**config.mk**
```make
export PLATFORM = sky130hd
export DESIGN_NAME = imm_encoder
export DESIGN_NICKNAME = d
export VERILOG_FILES = /design/src/rtl/imm_encoder.sv
export SDC_FILE = /design/constraint.sdc
export NUM_CORES = 1
export LEC_CHECK = 0
export ABC_AREA = 0
export CORE_MARGIN = 2
export CORE_UTILIZATION = 30
export CTS_BUF_LIST = sky130_fd_sc_hd__clkbuf_16
export DETAILED_ROUTE_END_ITERATION = 10
export PLACE_DENSITY_LB_ADDON = 0.2
export RECOVER_POWER = 50
export SLEW_MARGIN = 20
export SYNTH_ARGS = -nofsm -noshare
export SYNTH_HDL_FRONTEND = slang
export SYNTH_SLANG_ARGS = --single-unit
export TNS_END_PERCENT = 10
```
**constraint.sdc**
```tcl
create_clock -name clk -period 3 [get_ports clk]
set_clock_uncertainty 0.1 [all_clocks]
set_input_delay 0.3 -clock clk [delete_from_list [all_inputs] [get_ports clk]]
set_output_delay 0.3 -clock clk [all_outputs]
set_load 0.01 [all_outputs]
```
**src/rtl/imm_encoder.sv**
```systemverilog
// Encodes opcode, register fields and a 32-bit signed immediate into an RV32I instruction word.
// Two-stage valid/ready pipeline; define IMM_ENC_TRUNC_EN to emit the truncated packing on range/alignment errors.
module imm_encoder #(
    parameter int CNT_W = 16
) (
    input  logic             clk,
    input  logic             rst,
    input  logic             in_valid,
    output logic             in_ready,
    input  logic [6:0]       in_opcode,
    input  logic [4:0]       in_rd,
    input  logic [4:0]       in_rs1,
    input  logic [4:0]       in_rs2,
    input  logic [2:0]       in_funct3,
    input  logic [6:0]       in_funct7,
    input  logic [31:0]      in_imm,
    output logic             out_valid,
    input  logic             out_ready,
    output logic [31:0]      out_instr,
    output logic [2:0]       out_err,
    output logic [CNT_W-1:0] err_count
);

    // Handshake: a transfer happens on a rising edge where valid && ready are both high;
    // a producer holding valid keeps its payload stable until that edge, and ready never
    // depends on valid.

    typedef enum logic [2:0] {
        FMT_I,
        FMT_S,
        FMT_B,
        FMT_U,
        FMT_J,
        FMT_R,
        FMT_X
    } fmt_e;

    localparam logic [2:0]  ERR_OK    = 3'd0;
    localparam logic [2:0]  ERR_RANGE = 3'd1;
    localparam logic [2:0]  ERR_ODD   = 3'd2;
    localparam logic [2:0]  ERR_ULOW  = 3'd3;
    localparam logic [2:0]  ERR_OPC   = 3'd4;
    localparam logic [31:0] NOP_INSTR = 32'h0000_0013;

    function automatic fmt_e classify(input logic [6:0] op);
        fmt_e f;
        case (op)
            7'b0000011, 7'b0010011, 7'b1100111: f = FMT_I;
            7'b0100011:                         f = FMT_S;
            7'b1100011:                         f = FMT_B;
            7'b0110111, 7'b0010111:             f = FMT_U;
            7'b1101111:                         f = FMT_J;
            7'b0110011:                         f = FMT_R;
            default:                            f = FMT_X;
        endcase
        return f;
    endfunction

    // Stage S1 registers
    logic        s1_valid;
    fmt_e        s1_fmt;
    logic [2:0]  s1_err;
    logic [6:0]  s1_opcode;
    logic [4:0]  s1_rd;
    logic [4:0]  s1_rs1;
    logic [4:0]  s1_rs2;
    logic [2:0]  s1_funct3;
    logic [6:0]  s1_funct7;
    logic [31:0] s1_imm;

    // Input-side classification and error code
    fmt_e       in_fmt;
    logic [2:0] in_err;
    logic       fits_12;
    logic       fits_b;
    logic       fits_j;

    assign fits_12 = ($signed(in_imm) >= -32'sd2048)    && ($signed(in_imm) <= 32'sd2047);
    assign fits_b  = ($signed(in_imm) >= -32'sd4096)    && ($signed(in_imm) <= 32'sd4094);
    assign fits_j  = ($signed(in_imm) >= -32'sd1048576) && ($signed(in_imm) <= 32'sd1048574);

    always_comb begin
        in_fmt = classify(in_opcode);
        in_err = ERR_OK;
        case (in_fmt)
            FMT_I, FMT_S: begin
                if (!fits_12) in_err = ERR_RANGE;
            end
            FMT_B: begin
                if (!fits_b)        in_err = ERR_RANGE;
                else if (in_imm[0]) in_err = ERR_ODD;
            end
            FMT_J: begin
                if (!fits_j)        in_err = ERR_RANGE;
                else if (in_imm[0]) in_err = ERR_ODD;
            end
            FMT_U: begin
                if (in_imm[11:0] != 12'd0) in_err = ERR_ULOW;
            end
            FMT_R:   in_err = ERR_OK;
            default: in_err = ERR_OPC;
        endcase
    end

    // Packing of the S1 contents into an instruction word
    logic [31:0] s1_packed;
    logic [31:0] s1_instr;

    always_comb begin
        s1_packed = NOP_INSTR;
        case (s1_fmt)
            FMT_I: s1_packed = {s1_imm[11:0], s1_rs1, s1_funct3, s1_rd, s1_opcode};
            FMT_S: s1_packed = {s1_imm[11:5], s1_rs2, s1_rs1, s1_funct3, s1_imm[4:0], s1_opcode};
            FMT_B: s1_packed = {s1_imm[12], s1_imm[10:5], s1_rs2, s1_rs1, s1_funct3,
                                s1_imm[4:1], s1_imm[11], s1_opcode};
            FMT_U: s1_packed = {s1_imm[31:12], s1_rd, s1_opcode};
            FMT_J: s1_packed = {s1_imm[20], s1_imm[10:1], s1_imm[11], s1_imm[19:12],
                                s1_rd, s1_opcode};
            FMT_R: s1_packed = {s1_funct7, s1_rs2, s1_rs1, s1_funct3, s1_rd, s1_opcode};
            default: s1_packed = NOP_INSTR;
        endcase
    end

    always_comb begin
        s1_instr = s1_packed;
        if (s1_err == ERR_OPC) begin
            s1_instr = NOP_INSTR;
        end else if (s1_err != ERR_OK) begin
`ifdef IMM_ENC_TRUNC_EN
            s1_instr = s1_packed;
`else
            s1_instr = NOP_INSTR;
`endif
        end
    end

    // Stage advance: a stage loads when it is empty or its contents leave this cycle
    logic s2_load;
    logic out_fire;

    assign s2_load  = !out_valid || out_ready;
    assign in_ready = !s1_valid || s2_load;
    assign out_fire = out_valid && out_ready;

    always_ff @(posedge clk) begin
        if (rst) begin
            s1_valid  <= 1'b0;
            s1_fmt    <= FMT_X;
            s1_err    <= ERR_OK;
            s1_opcode <= 7'd0;
            s1_rd     <= 5'd0;
            s1_rs1    <= 5'd0;
            s1_rs2    <= 5'd0;
            s1_funct3 <= 3'd0;
            s1_funct7 <= 7'd0;
            s1_imm    <= 32'd0;
            out_valid <= 1'b0;
            out_instr <= 32'd0;
            out_err   <= ERR_OK;
            err_count <= '0;
        end else begin
            if (s2_load) begin
                out_valid <= s1_valid;
                if (s1_valid) begin
                    out_instr <= s1_instr;
                    out_err   <= s1_err;
                end
            end
            if (in_ready) begin
                s1_valid <= in_valid;
                if (in_valid) begin
                    s1_fmt    <= in_fmt;
                    s1_err    <= in_err;
                    s1_opcode <= in_opcode;
                    s1_rd     <= in_rd;
                    s1_rs1    <= in_rs1;
                    s1_rs2    <= in_rs2;
                    s1_funct3 <= in_funct3;
                    s1_funct7 <= in_funct7;
                    s1_imm    <= in_imm;
                end
            end
            // Saturating count of errored outputs actually handed downstream
            if (out_fire && (out_err != ERR_OK) && (err_count != {CNT_W{1'b1}})) begin
                err_count <= err_count + 1'b1;
            end
        end
    end

endmodule

```
Yosys cells after proc, flatten, opt, wreduce, memory -nomap -nowiden
Index checks and enable logic that the tools add are counted.
{"block": "totals", "wordCells": 72, "input_bits": 68, "ff_bits": 123, "output_inout_bits": 53}
{"block": "op_classes", "order_cmp": 6, "n_eq_ne": 21, "n_reduce_logical": 20, "n_addsub": 1, "n_mux": 10}
{"op": "case mux 32 bit (6 select lines)", "n": 1}
{"op": "2-to-1 mux 32 bit", "n": 2}
{"op": ">= comparator 32 x 12 -> 1 bit (second input constant)", "n": 1}
{"op": ">= comparator 32 x 13 -> 1 bit (second input constant)", "n": 1}
{"op": ">= comparator 32 x 21 -> 1 bit (second input constant)", "n": 1}
{"op": "less-or-equal comparator 32 x 12 -> 1 bit (second input constant)", "n": 1}
{"op": "less-or-equal comparator 32 x 13 -> 1 bit (second input constant)", "n": 1}
{"op": "less-or-equal comparator 32 x 21 -> 1 bit (second input constant)", "n": 1}
{"op": "== test 7 x 6 -> 1 bit (second input constant)", "n": 3}
{"op": "== test 7 bit (second input constant)", "n": 3}
{"op": "case mux 3 bit (6 select lines)", "n": 1}
{"op": "adder 16 x 1 -> 16 bit (second input constant)", "n": 1}
{"op": "inequality test 16 bit (second input constant)", "n": 1}
{"op": "== test 3 bit (second input constant)", "n": 5}
{"op": "case mux 3 bit (5 select lines)", "n": 1}
{"op": "== test 7 x 5 -> 1 bit (second input constant)", "n": 2}
{"op": "== test 3 x 2 -> 1 bit (second input constant)", "n": 4}
{"op": "nonzero test 12 bit", "n": 1}
{"op": "== test 7 x 2 -> 1 bit (second input constant)", "n": 1}
{"op": "== test 3 x 1 -> 1 bit (second input constant)", "n": 2}
{"op": "logical AND 1 bit", "n": 6}
{"op": "logical NOT 3 bit", "n": 2}
{"op": "2-to-1 mux 2 bit", "n": 3}
{"op": "nonzero test 3 bit", "n": 2}
{"op": "other kinds (7)", "n": 11}

Logic depth before layout (Yosys ltp)
Gate-level depths: netlist of run 1.
{"block": "depth", "ltp_word": 6, "depth_mapped": 10, "ltp_nobuf": 9}

Least setup slack after synthesis of run 1
OpenSTA, ideal clock, no wires.
{"block": "synth_path", "path_type": "input to register", "startpoint": "input port in_opcode[2]", "endpoint": "register s1_err[0]", "arrival_ns": 2.237, "path_slack_ns": 0.589, "setup_time_ns": 0.074, "n_path_buf": 2, "path_stages": 10, "required_time_ns": 2.826, "cell_sequence": "buf_2 -> nor4b_1 -> o21ai_4 -> ha_1 -> a32oi_1 -> and4_1 -> buf_6 -> a21oi_2 -> a211o_1 -> a31oi_1"}
{"block": "synth_between", "elab_chain_len": 6, "word_cells_on_any_way": 20, "cone_classes": "eq/ne (14); mux (2); reduce/logical (4)"}
{"item": "start, declared", "line_no": "10", "source": "input logic [6:0] in_opcode,"}
{"item": "== test 7 x 2 -> 1 bit (tied with other cells)", "line_no": "47", "source": "case (op)"}
{"item": "OR reduction 3 bit / OR reduction 2 bit (equally long branches)", "line_no": "47"}
{"item": "case mux 3 bit (6 select lines) *", "line_no": "47"}
{"item": "== test 3 x 1 -> 1 bit / logical NOT 3 bit (equally long branches)", "line_no": "85", "source": "case (in_fmt)"}
{"item": "OR reduction 2 bit", "line_no": "85"}
{"item": "case mux 3 bit (5 select lines) *", "line_no": "85"}
{"item": "end signal, assigned", "line_no": "173", "source": "s1_err <= in_err;"}
{"item": "end, declared", "line_no": "62", "source": "logic [2:0] s1_err;"}
Mark *: on every way between the ends. The rest lies on a longest branch, timed or not.
A chain may end at the register's enable or synchronous reset.

Worst setup path after layout of run 1
{"block": "layout_path", "startpoint": "input port out_ready", "endpoint": "register out_instr[9]"}
{"block": "layout_between", "elab_chain_len": 2}
{"item": "start, declared", "line_no": "18", "source": "input logic out_ready,"}
{"item": "logical OR 1 bit", "line_no": "141", "source": "assign s2_load = !out_valid || out_ready;"}
{"item": "AND reduction 2 bit (no line)"}
{"item": "end signal, assigned", "line_no": "165", "source": "out_instr <= s1_instr;"}
{"item": "end, declared", "line_no": "19", "source": "output logic [31:0] out_instr,"}
Every way passes these cells.

==> metrics.cfg, run 1 <==
[placed_design]
place.gp.congestion=0.835
portBuffers=120
postPlaceCellArea_um2=6840
dp_hpwl_um=11500

[pwr]
pwr-share-clk_pct=48.5
power.density_nw_per_um2=553
p_int_mw=3.13
vdd_drop_max_mv=0.397
pwr-share-seq_pct=42.6
total_leakage_power_nw=2.76
combPwrFrac_pct=8.9
power_mw=4.09
p_sw_share_pct=23.3
p_switching_mw=0.955

[sta]
slew_headroom_pct=-7.04
fin_crit_ns=2.50
final-hold-violation-count=0
tns_ns=0
slew_violations=32
tightestPinTransition_ns=1.61
timing.final.crit_share_pct=83.3
rsz0062_at_grt=false
max_freq_mhz=400
setup_viol=0

[clocking]
clk_latency_ns=0.42
cts.path.max_buffers=2
cts_tree=yes
clockRootBuffer=clkbuf_16
path_clk_slew_ns=0.05
cts_sinks=123
cts_resized=0
cts_setup_buffers=0
htree_levels=4
cts_buffers=17
cts-hold-fix-buffers=0

[run_status]
violations=capacitance limit, slew limit
status=complete, but fails checks

[global_routing]
antenna_found_initial=0
grtUsageMet1_pct=24.5
grt_pass1_vias=4748
grt_overflow=0
grt_max_degree=81
use_met3_pct=4.05
grt.busiest_layer=met2
use_met2_pct=25.3
grtUsageTotal_pct=16.9
grt_pass1_wl_um=25800

[synth]
synth_edf_count=0
synth.avg_cell_area_um2=7.79
yosys_register_bits=123
synthMostInstantiatedCell=nand2_1
synth_area_um2=5410
ys_top_cells_by_area=dfxtp_1, nand2_1, a21oi_1
synth_flop_cell=dfxtp_1
synthDominantCellAreaShare_pct=45.5
synth_largest_area_cell=dfxtp_1
yosys-top-cells-count=nand2_1, dfxtp_1, a21oi_1
yosysUniqueCellTypes=52
async_flop_share_pct=0
synth_cells=695
ys_seq_area_share_pct=45.5
yosysWarnings=0
synth_fp_nets=765

[critical_path]
arrival_ns=2.74
cp.required_ns=3.24
setup.worst_path.start_class=primary input
critical_path_class=in2reg
crit_fanout=31
rr_worst_depth=5
critPathCaptureType=register

[finish]
drive_above_1_share_pct=5.64
n_antenna_cell=0
area_delta_synth_final_pct=36.7
finalInstanceArea_um2=7400
nNetsFinal=872

[floorplanning]
start_util_pct=30.3
fp.dieW_um=138
die_h_um=138
rows=49
io_pins=121
dieArea_um2=19100
coreArea_um2=17800

[hold_path]
whs_path_depth=2
min_path_type=in2reg

[drt]
drcViolationCount=0
first_iter_violations=303
drt-pass1-iter-count=5
routed_wl_um=16400
routedWlPerCell_um=15.7
vias_per_cell=4.96
ant_nets=0
num_vias=5176

[flow_run]
maxCapViolations=1

==> cell type report <==
type	count	area [um^2]
clock inverters	15	140
multi-input cells	518	2720
clock buffers	17	425
inverters	7	26.3
repair buffers	135	1340
well taps	229	287
fillers	1853	10400
flip-flops and latches	123	2460
==> cell families after synthesis <==
logic type / share of synthesized area, %
and+or+nand+nor: 25.8
AOI/OAI and AO/OA: 19.4
DFF: 45.5
buffers and inverters: 4.35
muxes: 2.47
xor gates and xnor gates: 1.94
adders and majority gates: 0.462
==> stage by stage <==
stage                     worst slack (ns)  hold WS [ns]  instances  utilization (%)
after detailed placement             0.158         0.346       1012             38.4
final                                0.501         0.238       1044             41.5
after CTS                            0.582         0.227       1044             41.5
after global placement               0.184         0.342       1012             38.4
after global routing                 0.292         0.258       1044             41.5
after floorplan                      0.589         0.329        695                -
==> path summary, 6_finish.rpt <==
| check | startpoint | endpoint | slack (ns) |
|---|---|---|---|
| min | rst | err_count[6] | 0.24 |
| max reg2reg | out_valid | out_instr[9] | 0.66 |
| min reg2reg | s1_opcode[2] | s1_opcode[2] | 0.35 |
| max | out_ready | out_instr[9] | 0.50 |
==> flip-flops by register name, indices dropped and copies added (netlist names) <==
| signal | flops |
|---|---|
| s1_imm | 32 |
| s1_rs2 | 5 |
| s1_funct7 | 7 |
| s1_err | 3 |
| s1_rs1 | 5 |
| out_err | 3 |
| s1_valid | 1 |
| out_instr | 32 |
| s1_fmt | 3 |
| s1_opcode | 7 |
| err_count | 16 |
| out_valid | 1 |
| s1_funct3 | 3 |
| s1_rd | 5 |
==> critical path, stage by stage <==
cell and delay [ns]:
dlygate4sd3_1 0.58, nand2b_1 0.20, nand2_1 0.11, clkbuf_1 1.16
a22oi_1 0.24, nor2_1 0.14
==> per-layer routing <==
layer	routed length, um	share of wire [%]
met5	0	0
met4	136	0.83
met3	651	4.0
met2	7390	45
met1	8170	50
==> layout by cell type, fill, tap and decap left out, types with 5 or more instances in the layout <==
cell type / count
mux2i_1: 10
nand2_1: 156
xor2_1: 5
nor4_1: 9
nand3_1: 10
clkbuf_16: 17
o221ai_1: 6
a22oi_1: 27
o21ai_0: 20
buf_4: 11
xnor2_1: 7
nor3_1: 12
dfxtp_1: 123
a21oi_1: 98
nor2b_1: 7
nand4_1: 13
clkinv_1: 5
dlygate4sd3_1: 44
clkdlybuf4s50_1: 75
nor2_1: 77
inv_1: 10
==> power by group through the flow <==
stage | registers, mW | logic (mW) | clock network (mW)
CTS | 1.74 | 0.373 | 2.03
floorplan | 1.76 | 0.192 | 0
global route | 1.75 | 0.405 | 2.10
global placement | 1.77 | 0.371 | 0
detailed placement | 1.77 | 0.371 | 0
finish | 1.74 | 0.366 | 1.98
Note: power is estimated with default switching activity, not from simulation.
==> run 2: changes to the inputs <==
==> constraint.sdc (replaced) <==
create_clock -name clk -period 2.35 [get_ports clk]
set_clock_uncertainty 0.1 [all_clocks]
set_input_delay 0.235 -clock clk [delete_from_list [all_inputs] [get_ports clk]]
set_output_delay 0.235 -clock clk [all_outputs]
set_load 0.01 [all_outputs]
==> run 2 against run 1 <==
Against the previous run:
- the run now ends clean
- critical path depth increased by 5
- via count increased by 0.15%
- register-to-register slack got worse by 0.31 ns
- cell count increased by 1.6%
- worst hold slack got worse by 0.18 ns
- core utilization increased by 1.3 points
- first-iteration DRC count increased by 20%
- global-route usage about the same
- total power increased by 35%
==> metrics.cfg, run 2 (synthesized netlist as in run 1, its figures left out) <==
[drt]
num_vias=5184
drcViolationCount=0
first_iter_violations=365
ant_nets=0
vias_per_cell=4.89
routedWlPerCell_um=15.3
drt-pass1-iter-count=5
routed_wl_um=16200

[placed_design]
portBuffers=120
postPlaceCellArea_um2=7000
place.gp.congestion=0.826
dp_hpwl_um=11700

[clocking]
cts_sinks=123
cts_setup_buffers=0
cts_tree=yes
cts.path.max_buffers=2
path_clk_slew_ns=0.06
cts-hold-fix-buffers=0
htree_levels=4
clk_latency_ns=0.41
cts_buffers=17
clockRootBuffer=clkbuf_16

[global_routing]
grt_pass1_vias=4850
grtUsageTotal_pct=17.0
grt_pass1_wl_um=26100
antenna_found_initial=0
grt_max_degree=61
grt_overflow=0

[finish]
multi_input_area_um2=2750
finalInstanceArea_um2=7630
seq_area_um2=2460
most-common-layout-cells=nand2_1, dfxtp_1, a21oi_1
final_common_cell=nand2_1
area_delta_synth_final_pct=41.1
drive_above_1_share_pct=8.77
finish.utilization_pct=42.8
n_antenna_cell=0
nNetsFinal=889
top_regs=out_instr: 32 flops, s1_imm: 32 flops, err_count: 16 flops
num-fill-cells=1843

[sta]
fin_crit_ns=2.17
timing.final.crit_share_pct=92.2
rsz0062_at_grt=false
final-hold-violation-count=0
slew_headroom_pct=53.0
tightestPinTransition_ns=0.700
slew_violations=0
max_freq_mhz=461
setup_viol=0

[run_status]
status=completed

[floorplanning]
rows=49
coreArea_um2=17800
fp.dieW_um=138
io_pins=121
die_h_um=138
dieArea_um2=19100
start_util_pct=30.3

[pwr]
pwr-share-seq_pct=40.3
p_sw_share_pct=22.8
p_int_mw=4.25
vdd_drop_max_mv=0.499
power.density_nw_per_um2=722
total_leakage_power_nw=2.88
p_switching_mw=1.26
pwr-share-clk_pct=50.9
combPwrFrac_pct=8.9

[critical_path]
critical_path_class=in2reg
arrival_ns=2.36
rr_worst_depth=5
cp.required_ns=2.54
critPathCaptureType=register
worstReg2RegStart=out_valid
worst_r2r_endpoint=s1_opcode[6]
setup.worst_path.start_class=primary input
crit_fanout=7
reg2reg_slack_ns=0.35

[hold_path]
whs_path_depth=3
min_path_type=in2reg
hp-start=in_opcode[4]
min_to=s1_opcode[4]

[flow_run]
maxCapViolations=0

-- run 2: what timing repair did --
item,CTS,global route
setup endpoints to repair,1,3
gates cloned,0,0
gates resized for setup,1,7
endpoints found under the hold margin,0,0
pin swaps,0,2
-- run 2: layout make-up --
class	count	area share, %
multi-input cells	518	36.0
flip-flops and latches	123	32.3
repair buffers	152	19.4
clock buffers	17	5.57
well taps	229	3.75
clock inverters	15	2.67
inverters	7	0.344
-- run 2: worst max-delay path: stages --
cell             delay [ns]
clkdlybuf4s50_1        0.53
buf_4                  0.18
and4bb_1               0.22
o21ai_1                0.08
ha_2                   0.19
buf_4                  0.14
o21ai_0                0.06
and4_1                 0.25
buf_4                  0.15
nor2_1                 0.04
a211o_1                0.27
-- run 2: power groups by stage --
stage / Clock (mW) / Combinational, mW / Sequential [mW]
4_1_cts: 2.86 / 0.500 / 2.22
2_1_floorplan: 0 / 0.245 / 2.24
3_3_place_gp: 0 / 0.498 / 2.26
5_1_grt: 2.95 / 0.543 / 2.23
6_report: 2.80 / 0.490 / 2.22
3_5_place_dp: 0 / 0.498 / 2.26
-- run 2: worst max path at each step --
stage	start	end	slack, ns	cells after the start
floorplan	in_opcode[2]	s1_err[0]	0.004	10
global placement	in_opcode[4]	s1_err[1]	-0.38	11
detailed placement	in_opcode[4]	s1_err[1]	-0.42	11
CTS	in_opcode[4]	s1_err[1]	0.09	11
global route	in_opcode[6]	s1_err[1]	0.01	12
finish	in_opcode[6]	s1_fmt[1]	0.18	11
-- run 2: routing by layer --
layer	global-route usage, %	vias up	wire, um
li1	-	2673	-
met1	24.0	2404	8030
met2	25.7	99	7400
met3	3.43	8	625
met4	5.80	0	153
met5	0	-	0
-- run 2: metrics by stage --
step | std cells | setup TNS, ns | hold WS [ns] | total power [mW] | worst slack, ns
floorplan | 695 | 0 | 0.264 | 2.49 | 0.00374
global placement | 1029 | -1.29 | 0.344 | 2.76 | -0.381
detailed placement | 1029 | -1.51 | 0.346 | 2.76 | -0.425
CTS | 1061 | 0 | 0.137 | 5.58 | 0.0906
global route | 1061 | 0 | 0.0825 | 5.72 | 0.0101
finish | 1061 | 0 | 0.0625 | 5.51 | 0.183
==> run 3: changes to the inputs <==
--- a/config.mk
+++ b/config.mk
@@ -7,7 +7,7 @@
 export LEC_CHECK = 0
 export ABC_AREA = 0
 export CORE_MARGIN = 2
-export CORE_UTILIZATION = 30
+export CORE_UTILIZATION = 45
 export CTS_BUF_LIST = sky130_fd_sc_hd__clkbuf_16
 export DETAILED_ROUTE_END_ITERATION = 10
 export PLACE_DENSITY_LB_ADDON = 0.2
==> run 3 against run 2 <==
Against the previous run:
- register-to-register slack lost 0.04 ns
- via count up 4.4%
- total power fell by 0.41%
- sequential share of layout area is 0.40 points higher
- worst hold slack better by 0.0080 ns
- core utilization increased by 21 points
- cell count shrank 8.0%
- largest cell class unchanged
==> metrics.cfg, run 3 (synthesized netlist as in run 1, its figures left out) <==
[finish]
drive_above_1_share_pct=8.93
num-fill-cells=1023
final_common_cell=nand2_1
stdcell_count=976
top_regs=out_instr: 32 flops, s1_imm: 32 flops, err_count: 16 flops
n_antenna_cell=0
finalInstanceArea_um2=7540
seq_area_um2=2460
finish.utilization_pct=63.6
nNetsFinal=886
area_delta_synth_final_pct=39.3
multi_input_area_um2=2760
most-common-layout-cells=nand2_1, dfxtp_1, a21oi_1

[critical_path]
critPathCaptureType=register
setup.worst_path.start_class=primary input
rr_worst_depth=6
worst_r2r_endpoint=s1_err[1]
critical_path_class=in2reg
reg2reg_slack_ns=0.31
arrival_ns=2.51
cp.required_ns=2.58
worstReg2RegStart=out_valid
crit_fanout=4

[global_routing]
grt_overflow=0
grt_max_degree=66
grtUsageTotal_pct=24.3
antenna_found_initial=0
grt_pass1_wl_um=24900
grt_pass1_vias=5153

[floorplanning]
die_h_um=114
fp.dieW_um=114
rows=40
start_util_pct=45.6
coreArea_um2=11900
io_pins=121
dieArea_um2=12900

[sta]
slew_violations=0
slew_headroom_pct=18.5
setup_slack_ns=0.0698
tns_ns=0
tightestPinTransition_ns=1.22
final-hold-violation-count=0
fin_crit_ns=2.28
max_freq_mhz=439
setup_viol=0
timing.final.crit_share_pct=97.0

[hold_path]
hp-start=in_opcode[2]
min_to=s1_opcode[2]
min_path_type=in2reg
whs_path_depth=3

[clocking]
cts_sinks=123
clk_latency_ns=0.42
cts.path.max_buffers=2
cts_buffers=17
cts-hold-fix-buffers=0
htree_levels=4
cts_tree=yes
clockRootBuffer=clkbuf_16
path_clk_slew_ns=0.05

[drt]
vias_per_cell=5.55
drt-pass1-iter-count=5
routed_wl_um=15200
first_iter_violations=472
num_vias=5414
drcViolationCount=0
routedWlPerCell_um=15.5
ant_nets=0

[placed_design]
pre_cts_slack_ns=-0.480
place.gp.congestion=0.946
portBuffers=120
dp_cells=943
dp_hpwl_um=10700
postPlaceCellArea_um2=6880

[run_status]
status=completed

[flow_run]
maxCapViolations=0

[pwr]
power.density_nw_per_um2=728
vdd_drop_max_mv=0.437
total_leakage_power_nw=2.87

-- run 3: cell types whose count changed in the layout (fill, tap and decap cells not counted), moves of 2 or more --
| cell | change |
|---|---|
| clkbuf_2 | -2 |
| clkinv_2 | +3 |
| buf_4 | -3 |
| clkdlybuf4s50_1 | +4 |
| dlymetal6s2s_1 | +2 |
| dlygate4sd3_1 | -6 |
-- run 3: critical path: stages --
cell and delay (ns):
clkdlybuf4s50_1 0.50, nor4b_2 0.21, buf_4 0.16, o21ai_4 0.05, ha_2 0.21, mux2_2 0.30, nor4_4 0.32, nand3_2 0.13
nor3_2 0.20, a21oi_1 0.06, o2bb2ai_1 0.13
-- run 3: worst max-delay path by stage --
stage	startpoint	endpoint	slack, ns	cells after the start
2_1_floorplan	in_opcode[2]	s1_err[0]	0.004	10
3_3_place_gp	in_opcode[6]	s1_err[1]	-0.32	11
3_5_place_dp	in_opcode[6]	s1_err[1]	-0.48	11
4_1_cts	in_opcode[2]	s1_err[1]	0.05	12
5_1_grt	in_opcode[4]	s1_err[1]	-0.01	11
6_report	in_opcode[4]	s1_err[1]	0.07	11
-- run 3: metal layers --
layer | track usage (%) | part of all wire (%)
met1 | 31.8 | 45
met2 | 39.3 | 47
met3 | 5.74 | 6.0
met4 | 8.94 | 1.8
met5 | 0 | 0
-- run 3: what timing repair did --
| item | CTS | global route |
|---|---|---|
| setup endpoints to repair | 2 | 2 |
| setup buffers | 0 | 1 |
| pin swaps | 0 | 2 |
| gates resized for setup | 1 | 11 |
-- run 3: per-stage QoR --
stage / hold WS, ns / power [mW]
floorplan: 0.264 / 2.49
global route: 0.0765 / 5.67
detailed placement: 0.348 / 2.74
finish: 0.0705 / 5.49
CTS: 0.206 / 5.53
global placement: 0.344 / 2.73
-- run 3: where the power goes --
part / internal (mW) / switching (mW)
clock network: 1.86 / 0.924
registers: 2.16 / 0.0584
logic: 0.231 / 0.253
total: 4.25 / 1.24
-- run 3: final cells by class --
type / count / share of cell area (%)
clock buffer: 17 / 5.64
timing repair buffer: 149 / 19.7
multi-input combinational: 518 / 36.5
tap: 147 / 2.44
inverter: 7 / 0.348
sequential: 123 / 32.7
clock inverter: 15 / 2.70
